[src/rtl/addr4u_err_monitor.sv]
// Checker stage for a 4-bit unsigned adder. Compares the adder result with the
// exact sum and reports error count, worst error and error sum per window.
module addr4u_err_monitor #(
    parameter int WINDOW = 256,
    parameter int CNT_W  = 16
) (
    input  logic               clk,
    input  logic               rst_n,
    input  logic               en,
    input  logic               in_valid,
    output logic               in_ready,
    input  logic [3:0]         a,
    input  logic [3:0]         b,
    input  logic [4:0]         sum,
    output logic               rpt_valid,
    input  logic               rpt_ready,
    output logic [CNT_W-1:0]   rpt_err_cnt,
    output logic [4:0]         rpt_max_err,
    output logic [CNT_W+4:0]   rpt_err_sum
);

    typedef enum logic [1:0] {
        IDLE   = 2'd0,
        RUN    = 2'd1,
        DRAIN  = 2'd2,
        REPORT = 2'd3
    } state_t;

    localparam logic [CNT_W-1:0] WIN_LAST = CNT_W'(WINDOW - 1);

    // Absolute distance between the exact 5-bit sum and the observed result.
    function automatic logic [4:0] abs_err(input logic [3:0] op_a,
                                           input logic [3:0] op_b,
                                           input logic [4:0] res);
        logic [4:0] exact;
        exact = {1'b0, op_a} + {1'b0, op_b};
        if (exact >= res) begin
            abs_err = exact - res;
        end else begin
            abs_err = res - exact;
        end
    endfunction

    state_t             state_r;
    state_t             state_s;
    logic               in_ready_r;
    logic               rpt_valid_r;
    logic               accept_s;
    logic               rpt_done_s;
    logic [CNT_W-1:0]   smp_cnt_r;

    logic               s1_valid_r;
    logic [3:0]         s1_a_r;
    logic [3:0]         s1_b_r;
    logic [4:0]         s1_sum_r;
    logic               s2_valid_r;
    logic [4:0]         s2_err_r;
    logic               s2_mis_r;

    logic [CNT_W-1:0]   err_cnt_r;
    logic [4:0]         max_err_r;
    logic [CNT_W+4:0]   err_sum_r;

    assign accept_s   = in_valid & in_ready_r;
    assign rpt_done_s = rpt_valid_r & rpt_ready;

    // Next-state logic; a started window always runs to its report.
    always_comb begin
        state_s = state_r;
        case (state_r)
            IDLE: begin
                if (en) begin
                    state_s = RUN;
                end else begin
                    state_s = IDLE;
                end
            end
            RUN: begin
                if (accept_s && (smp_cnt_r == WIN_LAST)) begin
                    state_s = DRAIN;
                end else begin
                    state_s = RUN;
                end
            end
            DRAIN: begin
                if (!s1_valid_r && !s2_valid_r) begin
                    state_s = REPORT;
                end else begin
                    state_s = DRAIN;
                end
            end
            REPORT: begin
                if (rpt_ready) begin
                    state_s = en ? RUN : IDLE;
                end else begin
                    state_s = REPORT;
                end
            end
            default: state_s = IDLE;
        endcase
    end

    // State register with handshake flags decoded from the next state.
    always_ff @(posedge clk) begin
        if (!rst_n) begin
            state_r     <= IDLE;
            in_ready_r  <= 1'b0;
            rpt_valid_r <= 1'b0;
        end else begin
            state_r     <= state_s;
            in_ready_r  <= (state_s == RUN);
            rpt_valid_r <= (state_s == REPORT);
        end
    end

    // Accepted-sample counter for the current window.
    always_ff @(posedge clk) begin
        if (!rst_n) begin
            smp_cnt_r <= {CNT_W{1'b0}};
        end else if (rpt_done_s) begin
            smp_cnt_r <= {CNT_W{1'b0}};
        end else if (accept_s) begin
            smp_cnt_r <= smp_cnt_r + {{(CNT_W-1){1'b0}}, 1'b1};
        end else begin
            smp_cnt_r <= smp_cnt_r;
        end
    end

    // Two pipeline stages: capture the sample, then compute its error.
    always_ff @(posedge clk) begin
        if (!rst_n) begin
            s1_valid_r <= 1'b0;
            s1_a_r     <= 4'd0;
            s1_b_r     <= 4'd0;
            s1_sum_r   <= 5'd0;
            s2_valid_r <= 1'b0;
            s2_err_r   <= 5'd0;
            s2_mis_r   <= 1'b0;
        end else begin
            s1_valid_r <= accept_s;
            if (accept_s) begin
                s1_a_r   <= a;
                s1_b_r   <= b;
                s1_sum_r <= sum;
            end else begin
                s1_a_r   <= s1_a_r;
                s1_b_r   <= s1_b_r;
                s1_sum_r <= s1_sum_r;
            end
            s2_valid_r <= s1_valid_r;
            s2_err_r   <= abs_err(s1_a_r, s1_b_r, s1_sum_r);
            s2_mis_r   <= (abs_err(s1_a_r, s1_b_r, s1_sum_r) != 5'd0);
        end
    end

    // Window statistics; the report handshake starts a fresh window.
    always_ff @(posedge clk) begin
        if (!rst_n) begin
            err_cnt_r <= {CNT_W{1'b0}};
            max_err_r <= 5'd0;
            err_sum_r <= {(CNT_W+5){1'b0}};
        end else if (rpt_done_s) begin
            err_cnt_r <= {CNT_W{1'b0}};
            max_err_r <= 5'd0;
            err_sum_r <= {(CNT_W+5){1'b0}};
        end else if (s2_valid_r) begin
            err_cnt_r <= err_cnt_r + {{(CNT_W-1){1'b0}}, s2_mis_r};
            max_err_r <= (s2_err_r > max_err_r) ? s2_err_r : max_err_r;
            err_sum_r <= err_sum_r + {{CNT_W{1'b0}}, s2_err_r};
        end else begin
            err_cnt_r <= err_cnt_r;
            max_err_r <= max_err_r;
            err_sum_r <= err_sum_r;
        end
    end

    assign in_ready    = in_ready_r;
    assign rpt_valid   = rpt_valid_r;
    assign rpt_err_cnt = err_cnt_r;
    assign rpt_max_err = max_err_r;
    assign rpt_err_sum = err_sum_r;

endmodule

[config.mk]
export PLATFORM = sky130hd
export DESIGN_NAME = addr4u_err_monitor
export DESIGN_NICKNAME = d
export VERILOG_FILES = /design/src/rtl/addr4u_err_monitor.sv
export SDC_FILE = /design/constraint.sdc
export NUM_CORES = 1
export LEC_CHECK = 0
export ABC_CLOCK_PERIOD_IN_PS = 3800
export CORE_MARGIN = 2
export CORE_UTILIZATION = 50
export DETAILED_ROUTE_END_ITERATION = 12
export GPL_ROUTABILITY_DRIVEN = 1
export GPL_TIMING_DRIVEN = 0
export PLACE_DENSITY = 0.74
export SYNTH_ARGS = -nofsm -noshare
export SYNTH_HDL_FRONTEND = slang
export SYNTH_SLANG_ARGS = --single-unit
[constraint.sdc]
create_clock -name clk -period 3.8 [get_ports clk]
set_input_delay 0.76 -clock clk [delete_from_list [all_inputs] [get_ports clk]]
set_output_delay 0.76 -clock clk [all_outputs]
set_load 0.05 [all_outputs]
* Word-level counts from Yosys, hierarchy flattened
Cells that the tools add are included.
** Storage, ports and cells
- Output and inout port bits :: 44
- Flip-flop bits (word level) :: 83
** Cells by class
- Bitwise operators :: 3
- Add/subtract/negate cells :: 6
- Order comparisons :: 2
- Multiplexer cells :: 7
- Eq/ne operators :: 6
- Reduce and logical (&&, ||, !) cells :: 8
** Operators with widths (count)
- 21-bit by 5-bit adder with 21-bit output :: 1
- 16-bit by 1-bit adder with 16-bit output :: 1
- 16-bit by 1-bit adder with 16-bit output (second input constant) :: 1
- 16-bit by 8-bit equality test with 1-bit output (second input constant) :: 1
- 5-bit two-way mux :: 2
- 5-bit subtractor :: 2
- 2-bit one-hot mux with 4 select lines :: 1
- 2-bit equality test (second input constant) :: 3
- 4-bit by 4-bit adder with 5-bit output :: 1
- 5-bit greater-or-equal comparator :: 1
- 5-bit > comparator :: 1
- 5-bit nonzero test :: 1
- 2-bit by 1-bit equality test with 1-bit output (second input constant) :: 2
- 2-bit two-way mux :: 2
- 1-bit AND :: 2
- 1-bit logical AND :: 2
- 1-bit zero test :: 2
- 2-bit zero test :: 1
- 1-bit two-way mux :: 2
- 2-bit AND reduction :: 1
- 2-bit OR reduction :: 1
- 1-bit inverter :: 1

* Depth between registers and ports, before layout
Gate-level depths: netlist of the first run.
- Word-level depth :: 5
- Mapped depth :: 12

* Worst setup path before layout of the first run
No wires, ideal clock.
- Path kind :: reg-to-reg
- Start point :: reg s1_a_r[0]
- End point :: reg s2_mis_r
- Arrival time :: 2676 ps
- Stages on the path, launching flop included :: 11
- Path slack :: 999 ps
- Path buffers :: 0
- Data required time :: 3675 ps
- Clock period less this slack :: 2801 ps
- Cell sequence :: dfxtp_1 ha_1 inv_1 fa_1 inv_1 ha_1 a21o_2 a211oi_2 a311oi_1 or3_1 o41a_1
** On the way
- Longest elaborated chain between the ends :: 5
** RTL lines
- start: declaration :: RTL line 53 : logic [3:0] s1_a_r;
- start signal: assignment :: RTL line 146 : s1_a_r <= s1_a_r;
- 4-bit by 4-bit adder with 5-bit output * :: RTL line 36 : exact = {1'b0, op_a} + {1'b0, op_b};
- 5-bit subtractor, or another cell as far along :: RTL line 40 : abs_err = res - exact;
- 5-bit two-way mux * :: RTL line 37 : if (exact >= res) begin
- 5-bit two-way mux * :: RTL line 131 : if (!rst_n) begin
- 5-bit nonzero test * :: RTL line 152 : s2_mis_r <= (abs_err(s1_a_r, s1_b_r, s1_sum_r) != 5'd0);
- end signal: assignment :: RTL line 152
- end: declaration :: RTL line 58 : logic s2_mis_r;
Mark *: on every way between the ends. The rest lies on a longest branch, timed or not. The select of a mux whose other input is x is not followed.
A chain may end at the register's enable or synchronous reset.

* Worst setup path in the final report of the first run
Same ends and word-level chain as after synthesis.

==> results by group, run 1 <==
Worst setup path
  – CP most frequent cell: ha_1
  – Critical-path maximum fanout: 6
  – Cell Chain, Critical Path: ha_1, inv_1, fa_1, nor2b_1, o21ai_0, nand2b_1, ha_1, a21o_1, a211oi_2, a311oi_1, or3_1, o41a_1
  – Worst stage delay on the critical path: around 0.43 ns
  – CP required: 4.04 ns
  – Worst setup SP type: flop
  – Terminus of the critical flop-to-flop path: s2_mis_r
  – Critical path class: flop to flop
  – R2R Path Start: s1_a_r[0]
  – R2R setup slack: around 0.74 ns
  – Worst Path Buf+Inv: 1
  – R2R cell count: 12
  – CP arrival: 3.30 ns
  – Crit-path leading delay family: compound AO/OA/AOI/OAI gates
  – CP endpoint kind: flop
  – Crit-path slowest cell: o41a_1

Synth
  – Most frequent cell after synthesis: dfxtp_1
  – Ys async rst share: 0%
  – Yosys synthesis warning count: 0
  – Synth area leader: dfxtp_1
  – Area contributors post-synth: dfxtp_1 40%, ha_1 7.8%, xor2_1 5.8%
  – Syn_nets: 530
  – Most common library cells after synthesis: 83 x dfxtp_1, 64 x nand2_1, 54 x nor2_1, 28 x inv_1, 28 x xor2_1
  – Main synth FF type: dfxtp_1
  – Synthesized flop and latch total: 83
  – Post-Syn Instances: a little under 500
  – EDFF count, synth: 0
  – Cell Area, Synth: 4200 µm²
  – Syn avg cell area: a little under 9 µm²
  – Post-synthesis sequential area ratio: slightly below 40%
  – Yosys cell types: around 50
  – Top-area cell type share of the netlist area: about two fifths

Routing
  – Avg Vias per Cell: approximately 5.3
  – WL per Instance: about 13 µm
  – Drc violations: 0
  – Via count: 3,516
  – Final ANT Viol Nets: 0
  – Total Routed Length: between 8000 and 9000 µm
  – 1st-iter DRT viols: around 130
  – Pre-Repair DR Iteration Count: 4

Placed design
  – DP HPWL: approximately 6500 µm
  – Port-buffer cells: 60
  – Placed cell count: around 650
  – GPL Wtd Cong: roughly 0.8

STA
  – Hold Vio Cnt, Final: 0
  – Final Setup Violations: 0
  – Clock Skew: roughly 0.013 ns
  – Count of final max-slew check failures: 0
  – Final setup TNS: 0 ns
  – Final Hold Slack: about 0.46 ns
  – Least-Margin Pin Slew: about 0.68 ns
  – RSZ-0062 raised after global routing: false
  – Final worst path period need: ~3.1 ns
  – Period utilization: 80.4%
  – Slew margin rel.: 54.5%
  – Max Clk Rate: 327 MHz

Worst hold path
  – Worst hold path depth: 1
  – Hold_sp: s1_valid_r
  – Worst Hold Path EP: s2_valid_r
  – Worst min path class: flop to flop

Die
  – IO Pins: between 60 and 70
  – Num rows: 33
  – CORE AREA: roughly 8200 µm²
  – Initial core utilization: 51.3%
  – DIE HEIGHT: about 96 µm
  – Full die area: slightly above 9000 µm²
  – Die Width: between 90 and 100 µm

GRT
  – GRT Total Usage: around 21%
  – First-pass GRT wire length: roughly 15,000 µm
  – Initial antenna violation count: 0
  – Largest net degree at the start of global routing: 16
  – Via count of the first global-routing pass: around 3,300
  – GRT overflow: 0

Clock tree
  – Worst skew pair latency: 0.36 ns
  – Setup Buffers After CTS: 0
  – Htree depth: 3
  – Max Root-Sink Buffers: 2
  – CTS resizes: 0
  – TritonCTS buffer count: 9
  – Root buf cell: clkbuf_8
  – Clk sinks: 83
  – Reg clk slew, reported paths: roughly 0.09 ns
  – CTS tree: done
  – Number of hold buffers added after cts: 0

Job
  – Max cap viols: 0

Power
  – Lkg Pwr: 1.93 nW
  – VDD IR-drop max: between 0.2 and 0.25 mV
  – Cell area power density: around 340 nW/µm²
  – Final Power: 1.75 mW

Layout
  – P&R area growth vs syn: 21.7%
  – Fraction of layout cells with a size suffix above 1: under 10%
  – Fin nets: 601
  – Post-Layout Cell Count: about 660
  – # diodes: 0

Run status
  – Status: completed
[worst register-to-register path: cells and delay by family (launching register included)]
| kind | cells | cell delay (ns) |
|---|---|---|
| flops | 1 | 0.35 |
| compound gates | 5 | 1.13 |
| simple gates | 3 | 0.56 |
| buf+inv | 1 | 0.05 |
| fa+ha+maj | 3 | 0.86 |
[flip-flops by register name, indices dropped and copies added, names as in the netlist]
name         count
rpt_err_cnt     16
s1_valid_r       1
rpt_max_err      5
in_ready         1
s2_valid_r       1
s1_sum_r         5
s1_a_r           4
rpt_err_sum     21
s2_err_r         5
s2_mis_r         1
s1_b_r           4
smp_cnt_r       16
rpt_valid        1
state_r          2
[metrics by stage]
| step | area [µm²] | setup WS (ns) | util, % |
|---|---|---|---|
| after floorplan | 4200 | 0.999 | - |
| after global placement | 4930 | 0.780 | 60.3 |
| after detailed placement | 4930 | 0.750 | 60.3 |
| after CTS | 5100 | 0.724 | 62.4 |
| after global routing | 5100 | 0.577 | 62.4 |
| final | 5100 | 0.744 | 62.4 |
[worst max path at each step]
stage / startpoint / endpoint / slack [ns] / depth (start not counted)
after detailed placement: s1_a_r[0] / s2_mis_r / 0.75 / 12
after global routing: s1_a_r[0] / s2_mis_r / 0.58 / 12
after global placement: s1_a_r[0] / s2_mis_r / 0.78 / 12
after CTS: s1_a_r[0] / s2_mis_r / 0.72 / 12
after floorplan: s1_a_r[0] / s2_mis_r / 1.0 / 10
final: s1_a_r[0] / s2_mis_r / 0.74 / 12
[cell usage in the layout (no fill, tap or decap), drive strengths merged, types with 15 or more instances in the layout]
cell type and n:
dfxtp 83, nand2 66, clkdlybuf4s50 60, nor2 54, inv 30, xor2 28
ha 26, clkbuf 19, and3 17, a21oi 16, xnor2 15, o21ai 15
a21boi 15
[cell type report]
type / instances / area, µm²
Fill cell: 729 / 3070
Multi-Input combinational cell: 354 / 2340
Sequential cell: 83 / 1660
Tap cell: 105 / 131
Timing Repair Buffer: 60 / 601
Clock inverter: 6 / 50.0
Buffer: 17 / 87.6
Clock buffer: 10 / 128
Inverter: 28 / 105
[routing by layer]
metal,routed length [µm],global-route usage (%)
met5,0,0
met4,94,6.31
met3,329,4.74
met2,4300,35.3
met1,4140,26.1
[logic make-up after synthesis]
| group | after synthesis | share of synthesized area, % |
|---|---|---|
| simple gates | 192 | 21.7 |
| flops | 83 | 39.6 |
| compound gates | 78 | 12.9 |
| buf+inv | 45 | 4.59 |
| xor+xnor | 43 | 8.98 |
| fa+ha+maj | 30 | 9.66 |
| mux | 11 | 2.62 |
[where the power goes]
group          internal [mW]  switching, mW  total (mW)  leakage [nW]
logic                  0.118          0.132       0.250          1.19
clock network          0.244          0.342       0.586        0.0771
registers              0.891         0.0190       0.910         0.672
total                   1.25          0.493        1.75          1.93
No activity file was read; power rests on OpenSTA's default activity.
==> run 2: changes to the inputs <==
- ABC_CLOCK_PERIOD_IN_PS: 3800 -> 2800
- CORE_UTILIZATION: 50 -> 49
- PLACE_DENSITY: 0.74 -> 0.76
- clock period: 3.8 -> 2.8 ns (I/O delays scaled with it)
==> run 2 against run 1 <==
Compared with the run above: via count up 0.20%; clock power is 81% higher; final cell count increased by 1.7%; sequential share of layout area shrank 1.4 points; largest cell class unchanged; largest power group unchanged.
==> results by group, run 2 (synthesis gave the netlist of run 1 again) <==
Run status
  – Status: completed

STA
  – Final Setup Violations: 0
  – Clock Skew: around 0.016 ns
  – RSZ-0062 raised after global routing: true
  – Final worst path period need: between 2 and 3 ns
  – Count of final max-slew check failures: 0
  – Slew margin rel.: 57.0%
  – Least-Margin Pin Slew: about 0.64 ns
  – Max Clk Rate: 362 MHz
  – Period utilization: 98.7%
  – Hold Vio Cnt, Final: 0
  – Final setup TNS: 0 ns

Clock tree
  – Reg clk slew, reported paths: approximately 0.090 ns
  – Root buf cell: clkbuf_8
  – Clk sinks: just over 80
  – Max Root-Sink Buffers: 2
  – Worst skew pair latency: 0.35 ns
  – TritonCTS buffer count: 9
  – Number of hold buffers added after cts: 0
  – CTS tree: done
  – Htree depth: 3

Layout
  – Fin nets: 612
  – Fillers: about 670
  – Max FFs per register: 21
  – P&R area growth vs syn: 27.4%
  – Post-Layout Cell Count: a little under 700
  – Commonest non-fill, non-tap cell in the layout: dfxtp_1
  – Fraction of layout cells with a size suffix above 1: under 10%
  – Post-layout util: between 60% and 70%
  – # diodes: 0
  – Most frequent cells in the layout: 81 x dfxtp_1, 64 x nand2_1, 60 x clkdlybuf4s50_1

Routing
  – 1st-iter DRT viols: 130
  – Final ANT Viol Nets: 0
  – Pre-Repair DR Iteration Count: 4
  – WL per Instance: 13.3 µm
  – Avg Vias per Cell: 5.23
  – Via count: around 3,500
  – Drc violations: 0
  – Total Routed Length: 9000 µm

GRT
  – Initial antenna violation count: 0
  – GRT Total Usage: 20.7%
  – First-pass GRT wire length: 15,200 µm
  – GRT overflow: 0
  – Largest net degree at the start of global routing: 15
  – Via count of the first global-routing pass: around 3,400

Placed design
  – Placed cell count: ~650
  – DP HPWL: roughly 6500 µm
  – Port-buffer cells: 60
  – GPL Wtd Cong: 0.841

Die
  – CORE AREA: ~8300 µm²
  – Initial core utilization: roughly half
  – Num rows: 33
  – Full die area: roughly 9300 µm²
  – DIE HEIGHT: between 90 and 100 µm
  – Die Width: between 90 and 100 µm
  – IO Pins: 62

Worst setup path
  – Critical path class: flop to flop
  – CP endpoint kind: flop
  – Worst Path Buf+Inv: 2
  – Crit-path leading delay family: compound AO/OA/AOI/OAI gates
  – CP required: 3.04 ns
  – Worst setup SP type: flop
  – CP arrival: around 3 ns
  – Critical-path maximum fanout: 7
  – Cell Chain, Critical Path: ha_4, inv_2, fa_2, xnor2_2, ha_1, buf_6, nand2_4, o211ai_4, a31o_4, mux2i_2, nand2_1, o41a_1
  – Crit-path slowest cell: o41a_1
  – Worst stage delay on the critical path: 0.41 ns

Power
  – Lkg Pwr: a little over 2 nW
  – Cell area power density: roughly 510 nW/µm²
  – VDD IR-drop max: between 0.3 and 0.4 mV

Worst hold path
  – Worst min path class: flop to flop

Job
  – Max cap viols: 0
[run 2: cell types whose count changed in the layout (fill, tap and decap cells not counted), moves of 3 or more]
cell        before  now
buf_4            0   11
clkinvlp_4       4    0
ha_1            26   23
bufinv_16        0    3
ha_4             0    3
[run 2: layout make-up]
| class | instances | area, µm² | area share (%) |
|---|---|---|---|
| tap | 105 | 131 | 2.46 |
| timing repair buffer | 71 | 683 | 12.8 |
| inverter | 28 | 105 | 1.97 |
| clock inverter | 6 | 113 | 2.11 |
| clock buffer | 10 | 138 | 2.57 |
| buffer | 17 | 87.6 | 1.64 |
| sequential | 83 | 1660 | 31.1 |
| multi-input combinational | 354 | 2420 | 45.4 |
[run 2: final timing paths]
path / from / endpoint / slack [ns] / cells past startpoint
hold / removal: smp_cnt_r[1] / smp_cnt_r[1] / 0.48 / 2
setup / recovery: s1_b_r[0] / s2_mis_r / 0.04 / 12
setup reg to reg: s1_b_r[0] / s2_mis_r / 0.04 / 12
hold reg to reg: smp_cnt_r[1] / smp_cnt_r[1] / 0.48 / 2
[run 2: metal layers]
metal	vias to the layer above	global-route usage [%]	part of all wire (%)	wire length, µm
met3	4	5.12	2.9	265
met1	1663	25.5	46	4130
met5	-	0	0	0
met4	0	4.58	0.47	42
li1	1797	-	-	-
met2	59	36.6	51	4560
[run 2: worst min-delay path: cells and delay by family (launching register included)]
family	cells	cell delay, ns
flops	1	0.33
compound gates	1	0.05
simple gates	1	0.05
[run 2: timing repair]
| action | 4_1_cts | 5_1_grt |
|---|---|---|
| setup endpoints to repair | 1 | 3 |
| cloned | 0 | 0 |
| gates resized for setup | 11 | 3 |
| buffers inserted | 10 | 1 |
| pin swaps | 10 | 5 |
[run 2: through the flow]
stage	instance area, µm²	hold slack (ns)	setup WS (ns)	total power [mW]
floorplan	4220	0.431	0.0211	1.51
global placement	4950	0.455	-0.167	1.59
detailed placement	4950	0.455	-0.189	1.60
CTS	5320	0.474	0.0110	2.71
global route	5350	0.497	-0.141	2.83
finish	5350	0.476	0.0376	2.71
[run 2: report_power, final]
| group | internal, mW | switching (mW) |
|---|---|---|
| combinational | 0.216 | 0.198 |
| sequential | 1.21 | 0.0270 |
| clock | 0.619 | 0.440 |
==> run 3: changes to the inputs <==
- PLACE_DENSITY: 0.76 -> 0.81
==> run 3 against run 2 <==
Compared with the run above: the flow now finishes with violations (negative setup slack); sequential power hardly changed; sequential share of layout area fell by 0.25 points; combinational power increased by 8.2%; core utilization up 0.52 points; maximum frequency is 3.0% lower; largest cell class unchanged; highest routed layer unchanged.
==> results by group, run 3 (synthesis gave the netlist of run 1 again) <==
Run status
  – Status: complete, but fails checks
  – Violated checks: negative setup slack

GRT
  – GRT Total Usage: roughly a fifth
  – First-pass GRT wire length: between 15,000 and 20,000 µm
  – GRT overflow: 0
  – Initial antenna violation count: 0
  – Via count of the first global-routing pass: about 3,400
  – Largest net degree at the start of global routing: 16

Layout
  – # diodes: 0
  – P&R area growth vs syn: 28.5%
  – Fraction of layout cells with a size suffix above 1: 11.0%
  – Max FFs per register: 21
  – Commonest non-fill, non-tap cell in the layout: dfxtp_1
  – Most frequent cells in the layout: 81 x dfxtp_1, 64 x nand2_1, 60 x clkdlybuf4s50_1
  – Fin nets: approximately 600

Die
  – IO Pins: 62
  – Num rows: 33
  – DIE HEIGHT: 96.5 µm
  – Full die area: 9320 µm²
  – Die Width: 96.5 µm
  – Initial core utilization: slightly above 50%
  – CORE AREA: a little over 8000 µm²

Routing
  – Avg Vias per Cell: around 5.4
  – Pre-Repair DR Iteration Count: 4
  – Drc violations: 0
  – WL per Instance: 14.6 µm
  – Via count: between 3,000 and 4,000
  – 1st-iter DRT viols: between 100 and 150
  – Final ANT Viol Nets: 0
  – Total Routed Length: 9890 µm

Clock tree
  – Reg clk slew, reported paths: roughly 0.090 ns
  – Htree depth: 3
  – Worst skew pair latency: ~0.36 ns
  – Root buf cell: clkbuf_8
  – Max Root-Sink Buffers: 2
  – TritonCTS buffer count: 9
  – Number of hold buffers added after cts: 0
  – Clk sinks: a little over 80
  – CTS tree: done

Worst setup path
  – CP required: roughly 3 ns
  – Worst stage delay on the critical path: roughly 0.38 ns
  – Cell Chain, Critical Path: ha_4, inv_2, fa_2, xnor2_2, ha_1, buf_6, nand2_4, o211ai_4, nand2_1, and3_4, or3_4, o41a_1
  – Crit-path slowest cell: or3_4
  – CP arrival: a little over 3 ns
  – CP endpoint kind: flop
  – Worst setup SP type: flop
  – Critical path class: flop to flop
  – Critical-path maximum fanout: 5

STA
  – Final setup TNS: -0.0483 ns
  – RSZ-0062 raised after global routing: true
  – Count of final max-slew check failures: 0
  – Least-Margin Pin Slew: 0.665 ns
  – Clock Skew: between 0.01 and 0.015 ns
  – Final worst path period need: roughly 2.8 ns
  – Worst Slack Setup Final: -0.0483 ns
  – Slew margin rel.: a little under three fifths
  – Period utilization: 102%
  – Max Clk Rate: around 350 MHz
  – Hold Vio Cnt, Final: 0
  – Final Setup Violations: 1

Power
  – VDD IR-drop max: about 0.3 mV
  – Lkg Pwr: about 2 nW
  – Cell area power density: between 400 and 500 nW/µm²

Placed design
  – GPL Wtd Cong: a little over 0.8
  – Port-buffer cells: 60
  – Pre-CTS WS: -0.247 ns
  – DP HPWL: ~6600 µm

Worst hold path
  – Worst min path class: flop to flop

Job
  – Max cap viols: 0
run 3: layout make-up:
cell class,count,area [µm²]
Timing Repair Buffer,75,713
Tap cell,105,131
Sequential cell,83,1660
Buffer,17,87.6
Inverter,28,105
Multi-Input combinational cell,354,2460
Fill cell,663,2870
Clock inverter,7,101
Clock buffer,9,124
run 3: critical path, delay by kind of cell (launching register included):
family / cells / cell delay [ns]
xor+xnor: 1 / 0.17
flops: 1 / 0.36
compound gates: 2 / 0.52
fa+ha+maj: 3 / 0.81
simple gates: 4 / 0.71
buf+inv: 2 / 0.17
run 3: worst paths after layout:
path / cells past startpoint / slack [ns] / end / from
worst max-delay path: 12 / -0.05 / s2_mis_r / s1_b_r[0]
worst min-delay path: 2 / 0.48 / rpt_max_err[4] / rpt_max_err[4]
worst max register to register: 12 / -0.05 / s2_mis_r / s1_b_r[0]
worst min register to register: 2 / 0.48 / rpt_max_err[4] / rpt_max_err[4]
run 3: metrics by stage:
stage          instance area, µm²  hold WS, ns  total power, mW  cells  util (%)
2_1_floorplan                4220        0.431             1.51    482         -
3_3_place_gp                 4950        0.454             1.59    647      60.0
3_5_place_dp                 4950        0.466             1.61    647      60.0
4_1_cts                      5310        0.480             2.61    675      64.3
5_1_grt                      5390        0.493             2.77    678      65.3
6_report                     5390        0.479             2.66    678      65.3
run 3: where the power goes:
part	switching [mW]	total (mW)	leakage [nW]	internal (mW)
Sequential	0.0274	1.24	0.673	1.21
Combinational	0.221	0.448	1.26	0.227
Clock	0.467	0.977	0.111	0.510
run 3: timing repair:
action | in CTS | in global routing
setup buffers | 12 | 4
endpoints found under the setup margin | 2 | 3
pin swaps | 9 | 5
gates resized for setup | 10 | 13
run 3: metal layers:
layer	GRT usage, %	vias to the layer above	wire (µm)
met5	0	-	0
met4	9.27	0	234
met3	3.57	22	351
met2	36.9	83	5030
met1	25.0	1784	4280
li1	-	1799	-
